[src/rtl/cadeado_pkg.sv]
// Shared types and constants for the combination-lock exercises: the
// brute-force driver's state encoding and symbol conventions.
package cadeado_pkg;

    typedef enum logic [2:0] {
        ST_IDLE,
        ST_RST_LOCK,
        ST_DRIVE,
        ST_GAP,
        ST_WAIT,
        ST_CHECK,
        ST_DONE
    } quebra_state_t;

    localparam int SYM_W = 4;
    localparam logic [SYM_W-1:0] SYM_IDLE = 4'b0000;

    function automatic int max_i(input int x, input int y);
        return (x > y) ? x : y;
    endfunction

endpackage

[src/rtl/quebra_timer.sv]
// Loadable down-counter used for symbol hold and post-sequence settle delays.
// 'zero' is high once the loaded count has been consumed.
module quebra_timer #(
    parameter int W = 2
) (
    input  logic         clk,
    input  logic         rst_n,
    input  logic         load,
    input  logic [W-1:0] value,
    output logic         zero
);

    logic [W-1:0] count_q;
    logic [W-1:0] count_d;

    always_comb begin
        count_d = count_q;
        if (load) begin
            count_d = value;
        end else if (count_q != '0) begin
            count_d = count_q - 1'b1;
        end
    end

    always_ff @(posedge clk or negedge rst_n) begin
        if (!rst_n) begin
            count_q <= '0;
        end else begin
            count_q <= count_d;
        end
    end

    assign zero = (count_q == '0);

endmodule

[src/rtl/quebra_cadeado.sv]
// Brute-force driver for the combination lock: plays every CODE_LEN-symbol
// candidate in ascending order and reports the first one that opens it.
// Optional attempt cap: define QUEBRA_CADEADO_MAX_TRIES_EN (adds MAX_TRIES).
module quebra_cadeado
    import cadeado_pkg::*;
#(
    parameter int CODE_LEN   = 3,
    parameter int HOLD_CYC   = 1,
`ifdef QUEBRA_CADEADO_MAX_TRIES_EN
    parameter int SETTLE_CYC = 2,
    parameter int MAX_TRIES  = 16
`else
    parameter int SETTLE_CYC = 2
`endif
) (
    input  logic                  clk,
    input  logic                  rst_n,
    input  logic                  start,
    input  logic                  aberto,
    output logic                  a,
    output logic                  b,
    output logic                  c,
    output logic                  d,
    output logic                  lock_rst_n,
    output logic                  busy,
    output logic                  found,
    output logic                  fail,
    output logic [4*CODE_LEN-1:0] code_out,
    output logic [4*CODE_LEN:0]   attempts
);

    localparam int CW = SYM_W * CODE_LEN;
    localparam int IW = (CODE_LEN > 1) ? $clog2(CODE_LEN) : 1;
    localparam int TW = $clog2(max_i(HOLD_CYC, SETTLE_CYC) + 1);
    localparam logic [IW-1:0] LAST_IDX = IW'(CODE_LEN - 1);
    localparam logic [TW-1:0] HOLD_LOAD = TW'(HOLD_CYC - 1);
    localparam logic [TW-1:0] SETTLE_LOAD = TW'(SETTLE_CYC - 1);

    quebra_state_t    state_q, state_d;
    logic [CW-1:0]    cand_q, cand_d;
    logic [IW-1:0]    idx_q, idx_d;
    logic             hit_q, hit_d;
    logic [SYM_W-1:0] sym_q, sym_d;
    logic             lock_rst_n_q, lock_rst_n_d;
    logic             busy_q, busy_d;
    logic             found_q, found_d;
    logic             fail_q, fail_d;
    logic [CW-1:0]    code_q, code_d;
    logic [CW:0]      att_q, att_d;
    logic [CW:0]      att_inc;

    logic             tmr_load;
    logic [TW-1:0]    tmr_value;
    logic             tmr_zero;

    quebra_timer #(
        .W (TW)
    ) u_timer (
        .clk   (clk),
        .rst_n (rst_n),
        .load  (tmr_load),
        .value (tmr_value),
        .zero  (tmr_zero)
    );

    assign att_inc = att_q + 1'b1;

    always_comb begin
        state_d   = state_q;
        cand_d    = cand_q;
        idx_d     = idx_q;
        hit_d     = hit_q;
        busy_d    = busy_q;
        found_d   = found_q;
        fail_d    = fail_q;
        code_d    = code_q;
        att_d     = att_q;
        tmr_load  = 1'b0;
        tmr_value = '0;

        // Any sighting of 'aberto' while the sequence is in flight counts.
        if (aberto && (state_q == ST_DRIVE || state_q == ST_GAP || state_q == ST_WAIT)) begin
            hit_d = 1'b1;
        end

        case (state_q)
            ST_IDLE, ST_DONE: begin
                if (start) begin
                    found_d = 1'b0;
                    fail_d  = 1'b0;
                    att_d   = '0;
                    cand_d  = '0;
                    busy_d  = 1'b1;
                    state_d = ST_RST_LOCK;
                end
            end
            ST_RST_LOCK: begin
                hit_d     = 1'b0;
                idx_d     = '0;
                tmr_load  = 1'b1;
                tmr_value = HOLD_LOAD;
                state_d   = ST_DRIVE;
            end
            ST_DRIVE: begin
                if (tmr_zero) begin
                    state_d = ST_GAP;
                end
            end
            ST_GAP: begin
                tmr_load = 1'b1;
                if (idx_q == LAST_IDX) begin
                    tmr_value = SETTLE_LOAD;
                    state_d   = ST_WAIT;
                end else begin
                    tmr_value = HOLD_LOAD;
                    idx_d     = idx_q + 1'b1;
                    state_d   = ST_DRIVE;
                end
            end
            ST_WAIT: begin
                if (tmr_zero) begin
                    state_d = ST_CHECK;
                end
            end
            ST_CHECK: begin
                att_d = att_inc;
                if (hit_q) begin
                    found_d = 1'b1;
                    code_d  = cand_q;
                    busy_d  = 1'b0;
                    state_d = ST_DONE;
                end else if (cand_q == '1) begin
                    fail_d  = 1'b1;
                    busy_d  = 1'b0;
                    state_d = ST_DONE;
`ifdef QUEBRA_CADEADO_MAX_TRIES_EN
                end else if (att_inc == (CW+1)'(MAX_TRIES)) begin
                    fail_d  = 1'b1;
                    busy_d  = 1'b0;
                    state_d = ST_DONE;
`endif
                end else begin
                    cand_d  = cand_q + 1'b1;
                    state_d = ST_RST_LOCK;
                end
            end
            default: begin
                state_d = ST_IDLE;
            end
        endcase
    end

    // Symbol 0 is the most significant nibble of the candidate.
    logic [SYM_W-1:0] cand_syms [CODE_LEN];

    generate
        for (genvar gi = 0; gi < CODE_LEN; gi++) begin : g_sym
            assign cand_syms[gi] = cand_d[CW-1-SYM_W*gi -: SYM_W];
        end
    endgenerate

    // Outputs are registered from the next state so they line up with it.
    always_comb begin
        sym_d        = SYM_IDLE;
        lock_rst_n_d = (state_d != ST_RST_LOCK);
        if (state_d == ST_DRIVE) begin
            sym_d = cand_syms[idx_d];
        end
    end

    always_ff @(posedge clk or negedge rst_n) begin
        if (!rst_n) begin
            state_q      <= ST_IDLE;
            cand_q       <= '0;
            idx_q        <= '0;
            hit_q        <= 1'b0;
            sym_q        <= SYM_IDLE;
            lock_rst_n_q <= 1'b0;
            busy_q       <= 1'b0;
            found_q      <= 1'b0;
            fail_q       <= 1'b0;
            code_q       <= '0;
            att_q        <= '0;
        end else begin
            state_q      <= state_d;
            cand_q       <= cand_d;
            idx_q        <= idx_d;
            hit_q        <= hit_d;
            sym_q        <= sym_d;
            lock_rst_n_q <= lock_rst_n_d;
            busy_q       <= busy_d;
            found_q      <= found_d;
            fail_q       <= fail_d;
            code_q       <= code_d;
            att_q        <= att_d;
        end
    end

    assign {a, b, c, d} = sym_q;
    assign lock_rst_n   = lock_rst_n_q;
    assign busy         = busy_q;
    assign found        = found_q;
    assign fail         = fail_q;
    assign code_out     = code_q;
    assign attempts     = att_q;

endmodule

[config.mk]
export PLATFORM = sky130hd
export DESIGN_NAME = quebra_cadeado
export DESIGN_NICKNAME = d
export VERILOG_FILES = /design/src/rtl/cadeado_pkg.sv /design/src/rtl/quebra_timer.sv /design/src/rtl/quebra_cadeado.sv
export SDC_FILE = /design/constraint.sdc
export NUM_CORES = 1
export LEC_CHECK = 0
export ABC_AREA = 1
export BUFFER_PORTS_ARGS = -buffer_cell sky130_fd_sc_hd__buf_2
export CORE_MARGIN = 5
export CORE_UTILIZATION = 50
export CTS_CLUSTER_SIZE = 25
export DETAILED_ROUTE_END_ITERATION = 10
export GPL_ROUTABILITY_DRIVEN = 0
export PLACE_DENSITY = 0.77
export SLEW_MARGIN = 10
export SYNTH_ARGS = -nofsm -noshare
export SYNTH_HDL_FRONTEND = slang
export SYNTH_HIERARCHICAL = 1
export SYNTH_SLANG_ARGS = --single-unit
[constraint.sdc]
create_clock -name clk -period 2.25 [get_ports clk]
set_input_delay 0.225 -clock clk [delete_from_list [all_inputs] [get_ports clk]]
set_output_delay 0.225 -clock clk [all_outputs]
set_load 0.03 [all_outputs]
* Word level (Yosys, flattened, before mapping)
Index checks and enable logic that the tools add are counted.
Widths: inputs -> output; s select.
** Storage, ports and cells
- Output and inout port bits :: 33
- Word-level logic and storage cells :: 85
- Bits of input ports :: 4
- Register bits after elaboration :: 53
** Cells by class
- $add $sub $neg :: 4
- Bitwise logic cells :: 1
- $lt $le $gt $ge :: 1
- Mux-type cells :: 36
- Eq/ne operators :: 15
- Reduce and logical (&&, ||, !) cells :: 16
** Operator list (count)
- $mux 12 :: 3
- $pmux 13 s2 :: 1
- $pmux 12 s2 :: 1
- $mux 3 :: 6
- $pmux 3 s6 :: 1
- $add 13x1->13 const B :: 1
- $mux 13 :: 1
- $add 12x1->12 const B :: 1
- $eq 12x12->1 const B :: 1
- $mux 1 :: 12
- $mux 4 :: 3
- $eq 3x2->1 const B :: 3
- $eq 3x3->1 const B :: 3
- $bmux 4 s2 :: 1
- $ne 2x2->1 const B :: 4
- $reduce_bool 2->1 :: 4
- $mux 2 :: 3
- $pmux 1 s2 :: 3
- $reduce_and 3->1 :: 2
- $pmux 2 s2 :: 1
- $reduce_and 2->1 :: 2
- $reduce_and 4->1 :: 1
- $reduce_or 2->1 :: 2
- $eq 3x1->1 const B :: 1
- other kinds (11) :: 12

* Longest topological paths before layout
Gate-level depths: netlist (run 1).
- Depth in word-level cells :: 8
- Depth in mapped cells :: 11
- Depth with buffers taken out :: 11

* Hierarchy
Netlist (run 1), hierarchy kept.
** By module, submodules not included
- quebra_cadeado :: seq. area each 1276.2 sq um, area each 2685.1 sq um, times used 1, cells an instance 324
- quebra_timer :: seq. area each 50.0 sq um, area each 120.1 sq um, times used 1, cells an instance 17

* Least setup slack after synthesis (run 1)
Ideal clock, no wire load.
- Path type :: flip-flop to flip-flop
- Start :: register att_q[0] (netlist: attempts[0])
- End :: register att_q[12] (netlist: attempts[12])
- Buffers on the path :: 0
- Arrival time :: 1650 ps
- Setup time :: 120 ps
- Data required time :: 2130 ps
- Clock period less this slack :: 1770 ps
- Slack :: 480 ps
- Stages on the path, launching flop included :: 11
- Path through :: dfrtp_1 -> ha_1 -> nand2_1 -> inv_1 -> nand2_1 -> nor2_1 -> nand2_1 -> nor2_1 -> nand4_1 -> o21ai_0 -> inv_1
** On the way
- Word-level cells in the longest chain between the ends :: 2
** Ends and longest elaborated chain
- start, declared :: RTL line quebra_cadeado.sv:49 : logic [CW:0] att_q, att_d;
- start signal, assigned :: RTL line quebra_cadeado.sv:195 : att_q <= att_d;
- $add 13x1->13 :: RTL line quebra_cadeado.sv:66 : assign att_inc = att_q + 1'b1;
- $pmux 13 s2 :: RTL line quebra_cadeado.sv:86 : case (state_q)
No other way between the ends.
A chain may end at the register's enable or synchronous reset.

* Worst setup path in the final report (run 1)
- Start :: register cand_q[0]
- End :: register sym_q[2]
** On the way
- Word-level cells in the longest chain between the ends :: 8
- Elaborated cells on any way between the ends :: 13
- Classes of those cells :: add/sub (1); eq/ne (2); mux (10)
** Ends and longest elaborated chain
- start, declared :: RTL line quebra_cadeado.sv:40 : logic [CW-1:0] cand_q, cand_d;
- start signal, assigned :: RTL line quebra_cadeado.sv:186 : cand_q <= cand_d;
- $add 12x1->12 / $eq 12x12->1 (equally long branches) :: RTL line quebra_cadeado.sv:143, quebra_cadeado.sv:132
- $mux 12 :: RTL line quebra_cadeado.sv:132 : end else if (cand_q == '1) begin
- $mux 12 :: RTL line quebra_cadeado.sv:127 : if (hit_q) begin
- $pmux 12 s2 :: RTL line quebra_cadeado.sv:86
- $bmux 4 s2 :: RTL line quebra_cadeado.sv:167 : sym_d = cand_syms[idx_d];
- $mux 4 (implied by the code) (2 in series) :: RTL line quebra_cadeado.sv:167
- $mux 4 (*) :: RTL line quebra_cadeado.sv:166 : if (state_d == ST_DRIVE) begin
- net sym_d[2] :: RTL line quebra_cadeado.sv:43 : logic [SYM_W-1:0] sym_q, sym_d;
- end signal, assigned :: RTL line quebra_cadeado.sv:189 : sym_q <= sym_d;
- end, declared :: RTL line quebra_cadeado.sv:43
The timed path passes the listed nets; every way through them passes the cells marked *. The select of a mux whose other input is x is not followed.

==> out/metrics.cfg, run 1 <==
[outcome]
outcome=finished, final reports clean

[cells_and_area]
instances_no_fill=456
multiInputGateArea_mm2=0.001262
num_antenna_cells=0
fillers=530
drive_gt1_frac=0.2188
nets=392
ff_latch_area_mm2=0.001326
fin_area_mm2=0.003216
syn2layout_area_growth_pct=14.63
fin_util=0.5876

[yosys]
netlist_area_mm2=0.002805
yosysWarnings=6
yosys.cell_count.top_type=nand2_1
seq_area_frac_synth=0.4728
synthTopCellsByArea=dfrtp_1, nand2_1, nand3_1, inv_1, o21ai_0
post_synth_num_cell_types=43
synth_fp_nets=350
avgSynthCellArea_um2=8.226
async_flop_share=1.000
ys_seq_elements=53
synth_edf_count=0
synth_common_cells=nand2_1, dfrtp_1, nand3_1
syn_inst=341
synth_top_area_frac=0.4728
synth_ff_type=dfrtp_1
yosysTopAreaCell=dfrtp_1

[floorplan]
die_w_um=84.90
design.core.area_mm2=0.005473
start_util=0.5126
die_h_um=84.90
io_pins=37
dieArea_mm2=0.007208
rows=27

[critical_path]
worstRegToRegCells=11
critPathRequiredTime_ps=2490
worstReg2RegStart=cand_q[0]
path_class=reg -> reg
cp.arrival_ps=2200
ff2ff_setup_slack_ps=290
cp_max_fo=6
start_kind=flop
r2r_end=sym_q[2]
end_kind=flop

[pwr]
peakVddDrop_uv=674.4
power.leakage_nw=1.652
power_density_mw_per_mm2=1089
power_mw=3.501

[placement]
port_buffers=36
dp.cells=448
dp_slack_ps=335.2
dp_hpwl_um=4887
post_dp_cell_area_mm2=0.003082

[grt]
track_usage=0.1868
grt_pass1_wl_um=10900
grt_overflow=0
antenna_found_initial=0
grt_max_degree=54
grt_pass1_vias=2421

[drt]
wl_met1_um=2823
top_layer=met4
post_drt_wl_per_cell_um=14.38
routed-via-count=2504
drcViolationCount=0
wl_met2_um=3086
avgViaCountPerCell=5.491
drt_wl_total_um=6555
ant_nets=0
wl_met3_um=411
dr.pass1.iters=5
drt_iter0_drc=208

[timing]
whs_ps=24.57
finalWorstSetupSlack_ps=293.2
hold_viol_final=0
setup_tns_ps=0
skew_ps=11.24
fmax_mhz=511.0
min_period_ps=1957
report.final.slew_viol_count=0
maxSlewHeadroom=0.5621
finalCritPeriodShare=0.8697
setup_viol=0
worst-slew-pin-transition_ps=656.9
rsz0062_at_grt=no

[clock_network]
cts-root-buf=clkbuf_8
clkSinkCount=53
cts_setup_buffers=0
clk_latency_ps=310
cts.path.max_buffers=2
clkTransAtPathRegs_ps=100
htreeDepth=2
cts_tree=done
cts-resized-gates=0
cts-buffers-inserted=5
cts_hold_buf=0

[flow_run]
maxCapViolCount=0

[min_path]
hp-class=in -> async

[worst max-delay path by stage]
stage	startpoint	endpoint	slack (ps)	depth (start not counted)
floorplan	attempts[0]	attempts[12]	480	10
global placement	cand_q[0]	sym_q[2]	400	11
detailed placement	cand_q[0]	sym_q[2]	340	11
CTS	cand_q[0]	sym_q[2]	300	11
global route	cand_q[0]	sym_q[2]	130	11
finish	cand_q[0]	sym_q[2]	290	11
[cell usage in the layout, fill, tap and decap left out, types with 3 or more instances in the layout]
| cell | synthesis | routed |
|---|---|---|
| inv_1 | 38 | 38 |
| nand2_2 | 5 | 5 |
| nand2_1 | 85 | 85 |
| nand3_1 | 45 | 45 |
| clkbuf_8 | 0 | 5 |
| buf_2 | 4 | 36 |
| nand4_1 | 7 | 7 |
| inv_2 | 6 | 6 |
| buf_4 | 2 | 6 |
| mux2_2 | 3 | 3 |
| dfrtp_1 | 53 | 53 |
| o21ai_0 | 20 | 20 |
| ha_1 | 5 | 5 |
| o31ai_1 | 3 | 3 |
| a21oi_1 | 5 | 5 |
| a21oi_2 | 4 | 4 |
| nor2_2 | 3 | 3 |
| nor2_1 | 21 | 21 |
[worst max-delay path, stage by stage, from the launching register on]
cell	delay, ps
dfrtp_1	460
ha_1	240
inv_1	80
nor2_2	270
nand3_4	150
nand2_4	110
nand2_2	120
nand3_1	90
nand2_1	70
nand2_1	70
nand3_1	90
a21oi_2	120
[sequential cells by signal (all words and copies together), names as in the netlist]
name             flops
idx_q                2
lock_rst_n           1
sym_q                4
cand_q              12
attempts            13
found                1
fail                 1
code_out            12
busy                 1
u_timer/count_q      2
hit_q                1
state_q              3
[report_power, final]
group,leakage (nW),switching (mW),internal (mW)
Sequential,0.715,0.160,1.13
Clock,0.0681,0.310,0.442
Combinational,0.869,0.998,0.458
Total,1.65,1.47,2.03
[logic make-up (layout without fill, tap and decap cells)]
family,count (synthesis),count (layout),share of synthesized area
muxes,5,5,0.01962
other,1,1,0.001337
adders and majority gates,5,5,0.02230
AOI/OAI and AO/OA,46,46,0.1057
xor gates and xnor gates,1,1,0.003123
and+or+nand+nor,177,177,0.2980
buffers and inverters,53,96,0.07716
DFF,53,53,0.4728
[cell type report]
type	count	area share
clock buffers	5	0.02140
inverters	46	0.05525
repair buffers	42	0.07004
well taps	72	0.02802
clock inverters	3	0.02023
multi-input cells	235	0.3926
flip-flops and latches	53	0.4125
[per-layer routing]
metal,vias up,GRT usage
met1,1178,0.2431
met5,-,0
met2,102,0.3032
met3,28,0.02913
li1,1196,-
met4,0,0.09209
(Power assumes the default switching activity.)
==> run 2: changes to the inputs <==
--- a/config.mk
+++ b/config.mk
@@ -12,7 +12,8 @@
 export CTS_CLUSTER_SIZE = 25
 export DETAILED_ROUTE_END_ITERATION = 10
 export GPL_ROUTABILITY_DRIVEN = 0
-export PLACE_DENSITY = 0.77
+export PLACE_DENSITY = 0.79
+export RECOVER_POWER = 100
 export SLEW_MARGIN = 10
 export SYNTH_ARGS = -nofsm -noshare
 export SYNTH_HDL_FRONTEND = slang
==> constraint.sdc (replaced) <==
create_clock -name clk -period 1.7 [get_ports clk]
set_input_delay 0.17 -clock clk [delete_from_list [all_inputs] [get_ports clk]]
set_output_delay 0.17 -clock clk [all_outputs]
set_load 0.03 [all_outputs]
==> run 2 against run 1 <==
The run now ends with setup timing left. Largest power group unchanged. Clock skew is 3.5 ps lower. Sequential cell count stayed put. Setup slack worse by 300 ps. Utilization is 4.7 points higher. Via count is 5.3% higher. Final cell count is 6.8% higher.
==> out/metrics.cfg, run 2 (same netlist as run 1, synthesis figures left out) <==
[floorplan]
design.core.area_mm2=0.005473
io_pins=37
start_util=0.5126
dieArea_mm2=0.007208
die_h_um=84.90
rows=27
die_w_um=84.90

[critical_path]
crit_path_max_incr_delay_ps=400
cp_cell_sequence=ha_2, inv_2, nor2_4, nand3_4, nand2_4, nor2_4, clkinv_4, o21ai_4, nand2_2, a21oi_2
path_common_cell=nor2_4
start_kind=flop
crit_slowest_cell=dfrtp_1
cp_num_buf_inv=2
end_kind=flop
worstReg2RegStart=cand_q[0]
ff2ff_setup_slack_ps=-3
crit_start=cand_q[0]
critPathRequiredTime_ps=1940
cp.arrival_ps=1950
path_class=reg -> reg
cp_top_family=simple AND/OR/NAND/NOR gates
cp_max_fo=6

[placement]
port_buffers=36
dp_hpwl_um=5049

[cells_and_area]
mostFrequentLayoutCells=nand2_1, dfrtp_1, nand3_1, inv_1, buf_4
fillers=484
syn2layout_area_growth_pct=23.73
num_antenna_cells=0
final_common_cell=nand2_1
drive_gt1_frac=0.2482
nets=423
largest_register_ff_count=13

[drt]
routed-via-count=2637
drt_iter0_drc=303
drcViolationCount=0
dr.pass1.iters=5
ant_nets=0
avgViaCountPerCell=5.415
post_drt_wl_per_cell_um=14.40
drt_wl_total_um=7013

[timing]
setup_viol=1
min_period_ps=1703
finalCritPeriodShare=1.002
skew_ps=7.770
finalWorstSetupSlack_ps=-2.973
hold_viol_final=0
whs_ps=126.1
report.final.slew_viol_count=0
worst-slew-pin-transition_ps=701.4
maxSlewHeadroom=0.5324
fmax_mhz=587.2
rsz0062_at_grt=yes

[pwr]
peakVddDrop_uv=779.6
power_density_mw_per_mm2=1347
power.leakage_nw=1.652
power_mw=4.674

[outcome]
violations=setup timing
outcome=complete, but fails checks

[clock_network]
cts.path.max_buffers=2
clk_latency_ps=310
cts-buffers-inserted=5
clkTransAtPathRegs_ps=100
cts_tree=done
cts-root-buf=clkbuf_8
htreeDepth=2
clkSinkCount=53

[grt]
grt_pass1_wl_um=11390
antenna_found_initial=0
track_usage=0.1929
grt_overflow=0
grt_max_degree=54
grt_pass1_vias=2429

[min_path]
hp-start=aberto
hp-class=in -> reg

[flow_run]
maxCapViolCount=0

[run 2: cell types whose count changed in the layout (fill, tap and decap cells not counted), sizes merged, moves of 2 or more]
cell / previous run / this run
clkbuf: 5 / 38
clkinvlp: 0 / 2
bufinv: 2 / 0
buf: 42 / 39
[run 2: metal layers]
metal	GRT usage	vias to the layer above	part of all wire
li1	-	1273	-
met1	0.2691	1241	0.43
met2	0.3139	106	0.48
met3	0.02718	17	0.062
met4	0.05612	0	0.025
met5	0	-	0
[run 2: final timing paths]
check	to	cells past startpoint
setup reg to reg	sym_q[0]	10
hold reg to reg	code_out[5]	2
max in group asynchronous	state_q[0]	3
min in group asynchronous	code_out[9]	3
hold / removal	hit_q	3
setup / recovery	sym_q[0]	10
[run 2: worst min-delay path, delay by kind of cell]
| family | cells | cell delay (ps) |
|---|---|---|
| buffers and inverters | 1 | 100 |
| AOI/OAI and AO/OA | 1 | 70 |
| and+or+nand+nor | 1 | 50 |
[run 2: repair_timing]
item | CTS | global route
hold buffers | 1 | 0
buffers inserted | 0 | 8
hold endpoints to repair | 53 | 0
gates cloned | 0 | 0
gates resized for setup | 2 | 24
pin swaps | 0 | 4
endpoints found under the setup margin | 4 | 10
[run 2: report_power, final]
group	switching [mW]	internal, mW	total, mW
logic	1.44	0.804	2.25
registers	0.190	1.50	1.69
clock network	0.435	0.300	0.735
total	2.07	2.61	4.67
[run 2: final cells by class]
| cell class | instances | area, um^2 | share of cell area |
|---|---|---|---|
| tap | 72 | 90.09 | 0.02596 |
| timing repair buffer | 73 | 432.9 | 0.1247 |
| sequential | 53 | 1330 | 0.3832 |
| clock inverter | 3 | 26.28 | 0.007570 |
| multi-input combinational | 235 | 1345 | 0.3875 |
| inverter | 46 | 177.7 | 0.05119 |
| clock buffer | 5 | 68.82 | 0.01983 |
[run 2: per-stage QoR]
stage / setup TNS [ps] / worst slack (ps) / area (um^2) / utilization / std cells
floorplan: 0 / 35.11 / 2808 / - / 341
global placement: 0 / 47.85 / 3274 / 0.5983 / 470
detailed placement: -24.52 / -10.14 / 3274 / 0.5983 / 470
CTS: 0 / 16.31 / 3388 / 0.6191 / 479
global route: -275.6 / -88.17 / 3471 / 0.6342 / 487
finish: -2.973 / -2.973 / 3471 / 0.6342 / 487
==> run 3: changes to the inputs <==
--- a/config.mk
+++ b/config.mk
@@ -8,11 +8,11 @@
 export ABC_AREA = 1
 export BUFFER_PORTS_ARGS = -buffer_cell sky130_fd_sc_hd__buf_2
 export CORE_MARGIN = 5
-export CORE_UTILIZATION = 50
+export CORE_UTILIZATION = 52
 export CTS_CLUSTER_SIZE = 25
 export DETAILED_ROUTE_END_ITERATION = 10
 export GPL_ROUTABILITY_DRIVEN = 0
-export PLACE_DENSITY = 0.79
+export PLACE_DENSITY = 0.82
 export RECOVER_POWER = 100
 export SLEW_MARGIN = 10
 export SYNTH_ARGS = -nofsm -noshare
==> run 3 against run 2 <==
The run still ends with setup timing left. Combinational power grew 4%. Sequential share of layout area fell by 0.29 points. Via count fell by 1.3%. Final area rose by 0.87%. Wire length down 1.2%. Maximum frequency is 0.97% lower. Hold slack gained 19 ps. Register-to-register slack got worse by 20 ps. Clock skew rose by 0.78 ps. Critical path type unchanged.
==> out/metrics.cfg, run 3 (same netlist as run 1, synthesis figures left out) <==
[outcome]
outcome=complete, but fails checks
violations=setup timing

[placement]
dp_hpwl_um=5148
port_buffers=36

[min_path]
hp-class=in -> reg
hold_path_depth=3

[critical_path]
crit_start=cand_q[1]
cp.arrival_ps=1920
ff2ff_setup_slack_ps=-20
path_class=reg -> reg
cp_max_fo=6
start_kind=flop
end_kind=flop
r2r_end=sym_q[3]
worstReg2RegStart=cand_q[1]
endpoint=sym_q[3]
critPathRequiredTime_ps=1900
worstRegToRegCells=11

[drt]
avgViaCountPerCell=5.367
ant_nets=0
post_drt_wl_per_cell_um=14.28
routed-via-count=2603
drt_iter0_drc=262
drcViolationCount=0
dr.pass1.iters=6
drt_wl_total_um=6928

[timing]
skew_ps=8.549
hold_viol_final=0
min_period_ps=1720
setup_tns_ps=-32.34
fmax_mhz=581.5
worst-slew-pin-transition_ps=1018
whs_ps=145.0
maxSlewHeadroom=0.3212
setup_viol=4
report.final.slew_viol_count=0
rsz0062_at_grt=yes
finalWorstSetupSlack_ps=-19.61
finalCritPeriodShare=1.012

[pwr]
seqPwrFrac=0.331
switching_share=0.4121
peakVddDrop_uv=877.8
p_int_mw=2.937
p_switching_mw=2.059
pwr-share-clk=0.201
p_comb_frac=0.468
power.leakage_nw=1.678
power_density_mw_per_mm2=1427

[floorplan]
dieArea_mm2=0.006963
io_pins=37
die_h_um=83.45
rows=26
start_util=0.5423
design.core.area_mm2=0.005172
die_w_um=83.45

[clock_network]
clkTransAtPathRegs_ps=100
clkSinkCount=53
cts.path.max_buffers=2
cts_tree=done
htreeDepth=2
cts-root-buf=clkbuf_8
cts-buffers-inserted=5
clk_latency_ps=310

[cells_and_area]
mostFrequentLayoutCells=nand2_1, dfrtp_1, nand3_1, inv_1, clkbuf_1
nets=423
syn2layout_area_growth_pct=24.80
num_antenna_cells=0
final_common_cell=nand2_1
drive_gt1_frac=0.2361
largest_register_ff_count=13

[grt]
grt_overflow=0
antenna_found_initial=0
grt_pass1_vias=2513
track_usage=0.2003
grt_max_degree=22
grt_pass1_wl_um=11540

[flow_run]
maxCapViolCount=0

## run 3: final cells by class
cell class,count,area [um^2]
Multi-Input combinational cell,235,1328
Fill cell,428,1672
Sequential cell,53,1331
Inverter,46,177.7
Tap cell,70,87.58
Clock inverter,3,65.06
Timing Repair Buffer,73,442.9
Clock buffer,5,68.82
## run 3: worst min-delay path by stage
| stage | startpoint | end | slack, ps |
|---|---|---|---|
| 2_1_floorplan | rst_n | attempts[0] | -130 |
| 3_3_place_gp | rst_n | code_out[9] | 130 |
| 3_5_place_dp | rst_n | code_out[9] | 130 |
| 4_1_cts | aberto | hit_q | 140 |
| 5_1_grt | aberto | hit_q | 130 |
| 6_report | aberto | hit_q | 150 |
## run 3: critical path: stages (launching register included)
cell	delay, ps
dfrtp_1	400
ha_2	210
inv_2	80
nor2_4	50
nand3_4	120
nand2_4	80
nor2_4	240
clkinv_4	110
nand3_4	80
nor2_2	50
nand2_2	130
a21oi_2	50
## run 3: per-layer routing
layer | vias up | track usage | share of wire
met2 | 102 | 0.3316 | 0.49
met5 | - | 0 | 0
met3 | 23 | 0.04158 | 0.067
met1 | 1216 | 0.2612 | 0.43
li1 | 1262 | - | -
met4 | 0 | 0.06871 | 0.019
## run 3: power groups by stage
stage                     sequential, mW  clock, mW  combinational (mW)
after floorplan                     1.88          0                1.23
after global placement              1.65          0                2.07
after detailed placement            1.67          0                2.13
after CTS                           1.65       1.01                2.18
after global routing                1.68       1.08                2.56
final                               1.65       1.00                2.34
## run 3: per-stage QoR
step           total power, mW  setup WS, ps  cell area, um^2  std cells    util
6_report                 4.997        -19.61             3501        485  0.6768
4_1_cts                  4.840        -5.305             3431        477  0.6633
5_1_grt                  5.324        -116.1             3501        485  0.6768
3_3_place_gp             3.725         36.23             3272        468  0.6326
3_5_place_dp             3.800        -4.527             3272        468  0.6326
2_1_floorplan            3.110         35.11             2808        341       -
## run 3: what timing repair did
item                                    4_1_cts  5_1_grt
hold endpoints to repair                     18        0
gates resized for setup                       3       17
endpoints found under the setup margin        3        6
buffers inserted                              0        8
hold buffers                                  1        0
pin swaps                                     1        4
